`config.mk`:
```
export PLATFORM = sky130hd
export DESIGN_NAME = tspi_tx_shift_flat
export DESIGN_NICKNAME = d
export VERILOG_FILES = /design/src/rtl/tspi_tx_shift_if.sv /design/src/rtl/tspi_tx_shift.sv /design/src/flat_wrapper.sv
export SDC_FILE = /design/constraint.sdc
export NUM_CORES = 1
export LEC_CHECK = 0
export ABC_AREA = 1
export CELL_PAD_IN_SITES_DETAIL_PLACEMENT = 0
export CELL_PAD_IN_SITES_GLOBAL_PLACEMENT = 1
export CORE_MARGIN = 4
export CORE_UTILIZATION = 39
export CTS_BUF_LIST = sky130_fd_sc_hd__clkbuf_16
export DETAILED_ROUTE_END_ITERATION = 8
export PLACE_DENSITY_LB_ADDON = 0.25
export SLEW_MARGIN = 15
export SYNTH_ARGS = -nofsm -noshare
export SYNTH_HDL_FRONTEND = slang
export SYNTH_SLANG_ARGS = --single-unit
```
`constraint.sdc`:
```
create_clock -name clk -period 3.5 [get_ports clk]
set_input_delay 0.35 -clock clk [delete_from_list [all_inputs] [get_ports clk]]
set_output_delay 0.35 -clock clk [all_outputs]
set_load 0.03 [all_outputs]
```
`src/rtl/tspi_tx_shift_if.sv`:
```
// Handshake and serial-pin bundle between a TX controller (master) and tspi_tx_shift (slave).
interface tspi_tx_shift_if #(
  parameter int unsigned DATA_W = 8
);
  logic              shift_en;
  logic [DATA_W-1:0] tx_data;
  logic              shift_cmpt;
  logic              spi_cs_n;
  logic              spi_sck;
  logic              spi_mosi;

  modport master (
    output shift_en,
    output tx_data,
    input  shift_cmpt,
    input  spi_cs_n,
    input  spi_sck,
    input  spi_mosi
  );

  modport slave (
    input  shift_en,
    input  tx_data,
    output shift_cmpt,
    output spi_cs_n,
    output spi_sck,
    output spi_mosi
  );
endinterface

```
`src/rtl/tspi_tx_shift.sv`:
```
// SPI mode-0 transmit shifter: one DATA_W word per shift_en request, SCK half-period CLK_DIV.
// Define TSPI_TX_LSB_FIRST_EN to send tx_data[0] first; MSB first otherwise.
module tspi_tx_shift #(
  parameter int unsigned DATA_W  = 8,
  parameter int unsigned CLK_DIV = 4
) (
  input  logic           clk,
  input  logic           rst,
  tspi_tx_shift_if.slave bus
);

  localparam int unsigned DIV_W = (CLK_DIV > 1) ? $clog2(CLK_DIV) : 1;
  localparam int unsigned CNT_W = $clog2(DATA_W) + 1;
  localparam logic [DIV_W-1:0] DIV_LAST = DIV_W'(CLK_DIV - 1);
  localparam logic [CNT_W-1:0] BIT_LAST = CNT_W'(DATA_W - 1);

  localparam logic [1:0] ST_IDLE  = 2'd0;
  localparam logic [1:0] ST_SHIFT = 2'd1;
  localparam logic [1:0] ST_DONE  = 2'd2;

  logic [1:0]        r_state;
  logic [DIV_W-1:0]  r_div;
  logic [CNT_W-1:0]  r_bit_cnt;
  logic [DATA_W-1:0] r_shift;
  logic              r_sck;
  logic              r_cs_n;
  logic              r_cmpt;

  logic              w_div_tc;
  logic              w_mosi;
  logic [DATA_W-1:0] w_shift_adv;

  assign w_div_tc = (r_div == DIV_LAST);

  // MOSI is taken straight from the outgoing end of the shift register, which is
  // cleared whenever the block is not shifting so MOSI idles low.
`ifdef TSPI_TX_LSB_FIRST_EN
  assign w_mosi      = r_shift[0];
  assign w_shift_adv = {1'b0, r_shift[DATA_W-1:1]};
`else
  assign w_mosi      = r_shift[DATA_W-1];
  assign w_shift_adv = {r_shift[DATA_W-2:0], 1'b0};
`endif

  always_ff @(posedge clk) begin
    if (rst) begin
      r_state   <= ST_IDLE;
      r_div     <= '0;
      r_bit_cnt <= '0;
      r_shift   <= '0;
      r_sck     <= 1'b0;
      r_cs_n    <= 1'b1;
      r_cmpt    <= 1'b0;
    end else begin
      case (r_state)
        ST_IDLE: begin
          if (bus.shift_en) begin
            r_state   <= ST_SHIFT;
            r_shift   <= bus.tx_data;
            r_cs_n    <= 1'b0;
            r_sck     <= 1'b0;
            r_div     <= '0;
            r_bit_cnt <= '0;
          end
        end
        ST_SHIFT: begin
          if (!bus.shift_en) begin
            r_state   <= ST_IDLE;
            r_shift   <= '0;
            r_cs_n    <= 1'b1;
            r_sck     <= 1'b0;
            r_div     <= '0;
            r_bit_cnt <= '0;
          end else if (w_div_tc) begin
            r_div <= '0;
            if (r_sck) begin
              // Falling SCK edge: either finish the word or present the next bit.
              r_sck     <= 1'b0;
              r_bit_cnt <= r_bit_cnt + CNT_W'(1);
              if (r_bit_cnt == BIT_LAST) begin
                r_state <= ST_DONE;
                r_shift <= '0;
                r_cs_n  <= 1'b1;
                r_cmpt  <= 1'b1;
              end else begin
                r_shift <= w_shift_adv;
              end
            end else begin
              r_sck <= 1'b1;
            end
          end else begin
            r_div <= r_div + DIV_W'(1);
          end
        end
        ST_DONE: begin
          if (!bus.shift_en) begin
            r_state <= ST_IDLE;
            r_cmpt  <= 1'b0;
          end
        end
        default: begin
          r_state <= ST_IDLE;
          r_shift <= '0;
          r_cs_n  <= 1'b1;
          r_sck   <= 1'b0;
          r_cmpt  <= 1'b0;
        end
      endcase
    end
  end

  assign bus.shift_cmpt = r_cmpt;
  assign bus.spi_cs_n   = r_cs_n;
  assign bus.spi_sck    = r_sck;
  assign bus.spi_mosi   = w_mosi;

endmodule

```
`src/flat_wrapper.sv`:
```
// flat-port wrapper written by rule: the top's interface ports become plain ports
module tspi_tx_shift_flat 
#(
  parameter int unsigned DATA_W  = 8,
  parameter int unsigned CLK_DIV = 4
)
  (clk, rst, bus_shift_en, bus_tx_data, bus_shift_cmpt, bus_spi_cs_n, bus_spi_sck, bus_spi_mosi);
  tspi_tx_shift_if #(.DATA_W(DATA_W)) bus_i ();
  input  logic clk;
  input  logic rst;
  input wire logic [$bits(bus_i.shift_en)-1:0] bus_shift_en;
  input wire logic [$bits(bus_i.tx_data)-1:0] bus_tx_data;
  output wire logic [$bits(bus_i.shift_cmpt)-1:0] bus_shift_cmpt;
  output wire logic [$bits(bus_i.spi_cs_n)-1:0] bus_spi_cs_n;
  output wire logic [$bits(bus_i.spi_sck)-1:0] bus_spi_sck;
  output wire logic [$bits(bus_i.spi_mosi)-1:0] bus_spi_mosi;
  assign bus_i.shift_en = bus_shift_en;
  assign bus_i.tx_data = bus_tx_data;
  assign bus_shift_cmpt = bus_i.shift_cmpt;
  assign bus_spi_cs_n = bus_i.spi_cs_n;
  assign bus_spi_sck = bus_i.spi_sck;
  assign bus_spi_mosi = bus_i.spi_mosi;
  tspi_tx_shift #(.DATA_W(DATA_W), .CLK_DIV(CLK_DIV)) u_core (.clk(clk), .rst(rst), .bus(bus_i));
endmodule
```
* Word-level counts from Yosys, hierarchy flattened *
Index checks and enable logic that the tools add are counted.
W data, S select, Z words.

storage, ports and cells
  word-level logic and storage cells = 68
  register bits = 19

cells by class
  equality and inequality tests = 13
  multiplexer cells = 35
  bitwise gates (word level) = 2
  reductions and logical operators = 9
  add/subtract/negate cells = 2

operator list
  kind                   number
  $mux W8                5
  $pmux W8 S3            1
  $mux W2                9
  $mux W4                4
  $mux W1                10
  $reduce_and A5 Y1      2
  $ne A3 B2 Y1 const B   3
  $pmux W1 S3            3
  $pmux W4 S2            1
  $reduce_and A4 Y1      2
  $ne A2 B1 Y1 const B   3
  $ne A2 B2 Y1 const B   3
  $pmux W2 S3            1
  $reduce_and A6 Y1      1
  $add A4 B1 Y4 const B  1
  $eq A2 B2 Y1 const B   2
  $eq A4 B3 Y1 const B   1
  $pmux W2 S2            1
  $reduce_and A3 Y1      1
  $add A2 B1 Y2 const B  1
  $eq A2 B1 Y1 const B   1
  $logic_not A2 Y1       1
  $not A1 Y1             2
  $reduce_and A2 Y1      1
  $reduce_bool A2 Y1     1

* Depth between registers and ports, before layout *
  word-level depth = 6
  mapped depth = 9
  gate-level depth less buffers = 9

* Worst setup path after synthesis *
No wires, ideal clock.

  path type = reg2reg
  from = register u_core.r_sck, in the netlist u_core.bus.spi_sck
  to = register u_core.r_shift[7]
  buffers on the path = 0
  library setup time = 0.113 ns
  path slack = 2.270 ns
  cell stages (with the launch flop) = 8
  data required time = 3.387 ns
  arrival time = 1.117 ns
  cells stage by stage = dfxtp_1 > nand2_1 > nand2_4 > nand2_1 > nand2_1 > inv_2 > nand2_1 > nand2_1

on the way
  cells in the longest elaborated chain, start to end = 2

ends and longest elaborated chain
  element                      line                 text
  from (decl)                  tspi_tx_shift.sv:25  logic r_sck;
  from (signal assigned)       tspi_tx_shift.sv:51  r_sck <= 1'b0;
  from (signal assigned)       tspi_tx_shift.sv:61  r_sck <= 1'b0;
  from (signal assigned)       tspi_tx_shift.sv:71  r_sck <= 1'b0;
  $ne A3 B2 Y1 (no line)       n/a
  $reduce_and A4 Y1 (no line)  n/a
  to (signal assigned)         tspi_tx_shift.sv:59  r_shift <= bus.tx_data;
  to (signal assigned)         tspi_tx_shift.sv:86  r_shift <= w_shift_adv;
  to (decl)                    tspi_tx_shift.sv:24  logic [DATA_W-1:0] r_shift;

No other way between the ends.
A chain may end at the register's enable or synchronous reset.

* Worst setup path in the final report *
  from = input bus_shift_en
  to = register u_core.r_shift[2]

on the way
  cells in the longest elaborated chain, start to end = 2
  elaborated cells on any way between the ends = 6

ends and longest elaborated chain
  element                                                            line                text
  from (decl)                                                        flat_wrapper.sv:11  input wire logic [$bits(bus_i.shift_en)-1:0] bus_shift_en;
  $ne A3 B2 Y1 (no line), or another cell as far along               n/a
  $reduce_and A4 Y1 (no line) / $pmux W8 S3 (equally long branches)  n/a

Parallel ways exist; a longest one is shown, timed or not.

==> results.sh <==
export IMPL_cp_start_kind="input port"
export IMPL_synth_area_um2=996
export IMPL_yosysSeqAreaShare_pct=38.2
export IMPL_finalClockSkew_ps=1.99
export IMPL_drtPass1Iterations=4
export IMPL_hp_class="flip-flop to flip-flop"
export IMPL_cp_arrival_ps=1830
export IMPL_syn_nets=162
export IMPL_synthDistinctLibCells=22
export IMPL_p_total_mw=0.563
export IMPL_finalSetupTns_ps=0
export IMPL_ys_ff_latch=19
export IMPL_vias=993
export IMPL_finalHoldViolCount=0
export IMPL_syn_to_final_growth_pct=23.7
export IMPL_slew_viol_final=0
export IMPL_pin_count=15
export IMPL_gp_congestion=0.887
export IMPL_crit_type="input port to flip-flop"
export IMPL_nNetsFinal=177
export IMPL_antenna_found_initial=0
export IMPL_grt_pass1_vias=930
export IMPL_grt_ovfl_total=0
export IMPL_die_y_um=58.5
export IMPL_wl_mm=2.43
export IMPL_clkSinkCount=19
export IMPL_cts_tree="yes"
export IMPL_initial_core_util_pct=40.6
export IMPL_finalNonFillerCells=193
export IMPL_post_route_min_period_ps=1690
export IMPL_syn_inst=149
export IMPL_layout_common_cells="nand2_1, dfxtp_1, nand3_1, clkdlybuf4s50_1, nor2_1"
export IMPL_clock_insertion_delay_worst_skew_ps=250
export IMPL_slew_headroom_pct=65.9
export IMPL_postCtsHoldBufs=0
export IMPL_vdd_drop_max_v=0.000297
export IMPL_grt_max_degree=16
export IMPL_synth_warnings=0
export IMPL_rows=18
export IMPL_root_buffer="clkbuf_16"
export IMPL_max_freq_ghz=0.592
export IMPL_hpwl_mm=1.85
export IMPL_cts_buffers_inserted=3
export IMPL_clk_pin_slew_worst_paths_ps=50
export IMPL_route_detailed_drc=0
export IMPL_worstPathMaxFanout=8
export IMPL_powerDensity_mw_per_mm2=457
export IMPL_cts_buffer_depth=2
export IMPL_nFillCells=263
export IMPL_post_drt_wl_per_cell_um=12.6
export IMPL_status="finished clean"
export IMPL_grt_pass1_wl_mm=3.98
export IMPL_synth_area_leaders="dfxtp_1, nand2_1, nand3_1, nor2_1, a21oi_1"
export IMPL_core_area_mm2=0.00245
export IMPL_required_ps=3640
export IMPL_setup_viol=0
export IMPL_post_cts_resized=0
export IMPL_vias_per_cell=5.15
export IMPL_track_usage_pct=15.1
export IMPL_die_w_um=58.5
export IMPL_dp_cells=189
export IMPL_port_buffers=14
export IMPL_yosysTopAreaCellShare_pct=38.2
export IMPL_max_cap_violations=0
export IMPL_postCtsSetupBuffers=0
export IMPL_cts_max_level=1
export IMPL_period_share_pct=48.3
export IMPL_synth_largest_area_cell="dfxtp_1"
export IMPL_layout_drive_gt1_share_pct=9.82
export IMPL_tightest_slew_ps=511
export IMPL_die_area_mm2=0.00343
export IMPL_layout_commonest_cell="nand2_1"
export IMPL_cp_end_kind="flip-flop"
export IMPL_rsz0062_at_grt="false"
export IMPL_drt_iter0_markers=34
export IMPL_n_antenna_cell=0
export IMPL_p_leak_nw=0.564
export IMPL_antenna_left=0
export IMPL_syn_area_per_cell_um2=6.68
==> report_power, final <==
group	switching, mW	total, mW	internal, mW	leakage [nW]
logic	0.0546	0.0906	0.0360	0.368
registers	0.00713	0.237	0.229	0.155
clock network	0.0824	0.236	0.153	0.0409
==> kinds of logic after synthesis <==
logic type | share of synthesized area (%)
AND/OR/NAND/NOR | 42.8
flip-flops | 38.2
AO/OA/AOI/OAI | 9.80
buffers and inverters | 6.66
adder cells (fa/ha/maj) | 2.51
==> registers in the layout (all words and copies together), names as in the netlist <==
name	flops
u_core.r_state	2
u_core.r_bit_cnt	4
u_core.r_div	2
u_core.bus.shift_cmpt	1
u_core.r_shift	8
u_core.bus.spi_sck	1
u_core.bus.spi_cs_n	1
==> per-layer routing <==
| layer | track usage [%] | wire [um] | vias up |
|---|---|---|---|
| li1 | - | - | 508 |
| met1 | 18.7 | 1170 | 457 |
| met2 | 25.0 | 1130 | 23 |
| met3 | 3.07 | 98 | 5 |
| met4 | 6.95 | 35 | 0 |
| met5 | 0 | 0 | - |
==> critical path: stages <==
cell             delay [ps]
clkdlybuf4s50_1         610
inv_2                   130
o21ai_1                 300
nand2_1                  90
nand2_1                 140
inv_2                   100
nand2_1                  60
nand2_1                  50
==> final timing paths <==
check	slack, ps	cells past startpoint	to	startpoint
max	1810	8	u_core.r_shift[2]	bus_shift_en
min	450	2	u_core.r_shift[3]	u_core.r_shift[3]
max reg2reg	1930	8	u_core.r_shift[6]	u_core.r_state[0]
min reg2reg	450	2	u_core.r_shift[3]	u_core.r_shift[3]
==> stage by stage <==
step / setup WS [ps] / cell area [um^2] / hold slack, ps / utilization (%)
finish: 1810 / 1230 / 448 / 50.2
global route: 1700 / 1230 / 486 / 50.2
CTS: 1850 / 1230 / 449 / 50.2
detailed placement: 1590 / 1150 / 437 / 46.9
global placement: 1580 / 1150 / 431 / 46.9
floorplan: 2270 / 996 / 419 / -
==> layout make-up <==
| cell class | count | area, um^2 | area share (%) |
|---|---|---|---|
| sequential | 19 | 380 | 30.9 |
| timing repair buffer | 14 | 140 | 11.4 |
| clock buffer | 3 | 75.1 | 6.09 |
| multi-input combinational | 114 | 549 | 44.6 |
| inverter | 12 | 45.0 | 3.65 |
| tap | 30 | 37.5 | 3.05 |
| clock inverter | 1 | 5.00 | 0.406 |
==> cells in the mapped netlist, drive strengths merged <==
| cell type | number |
|---|---|
| inv | 12 |
| o22ai | 1 |
| nand4 | 3 |
| o21ai | 8 |
| or2 | 2 |
| dfxtp | 19 |
| ha | 2 |
| buf | 3 |
| and3 | 1 |
| nor2 | 15 |
| nand3 | 15 |
| nor3 | 1 |
| nand2 | 58 |
| a21oi | 8 |
| clkbuf | 1 |
No activity file was read; power rests on OpenSTA's default activity.
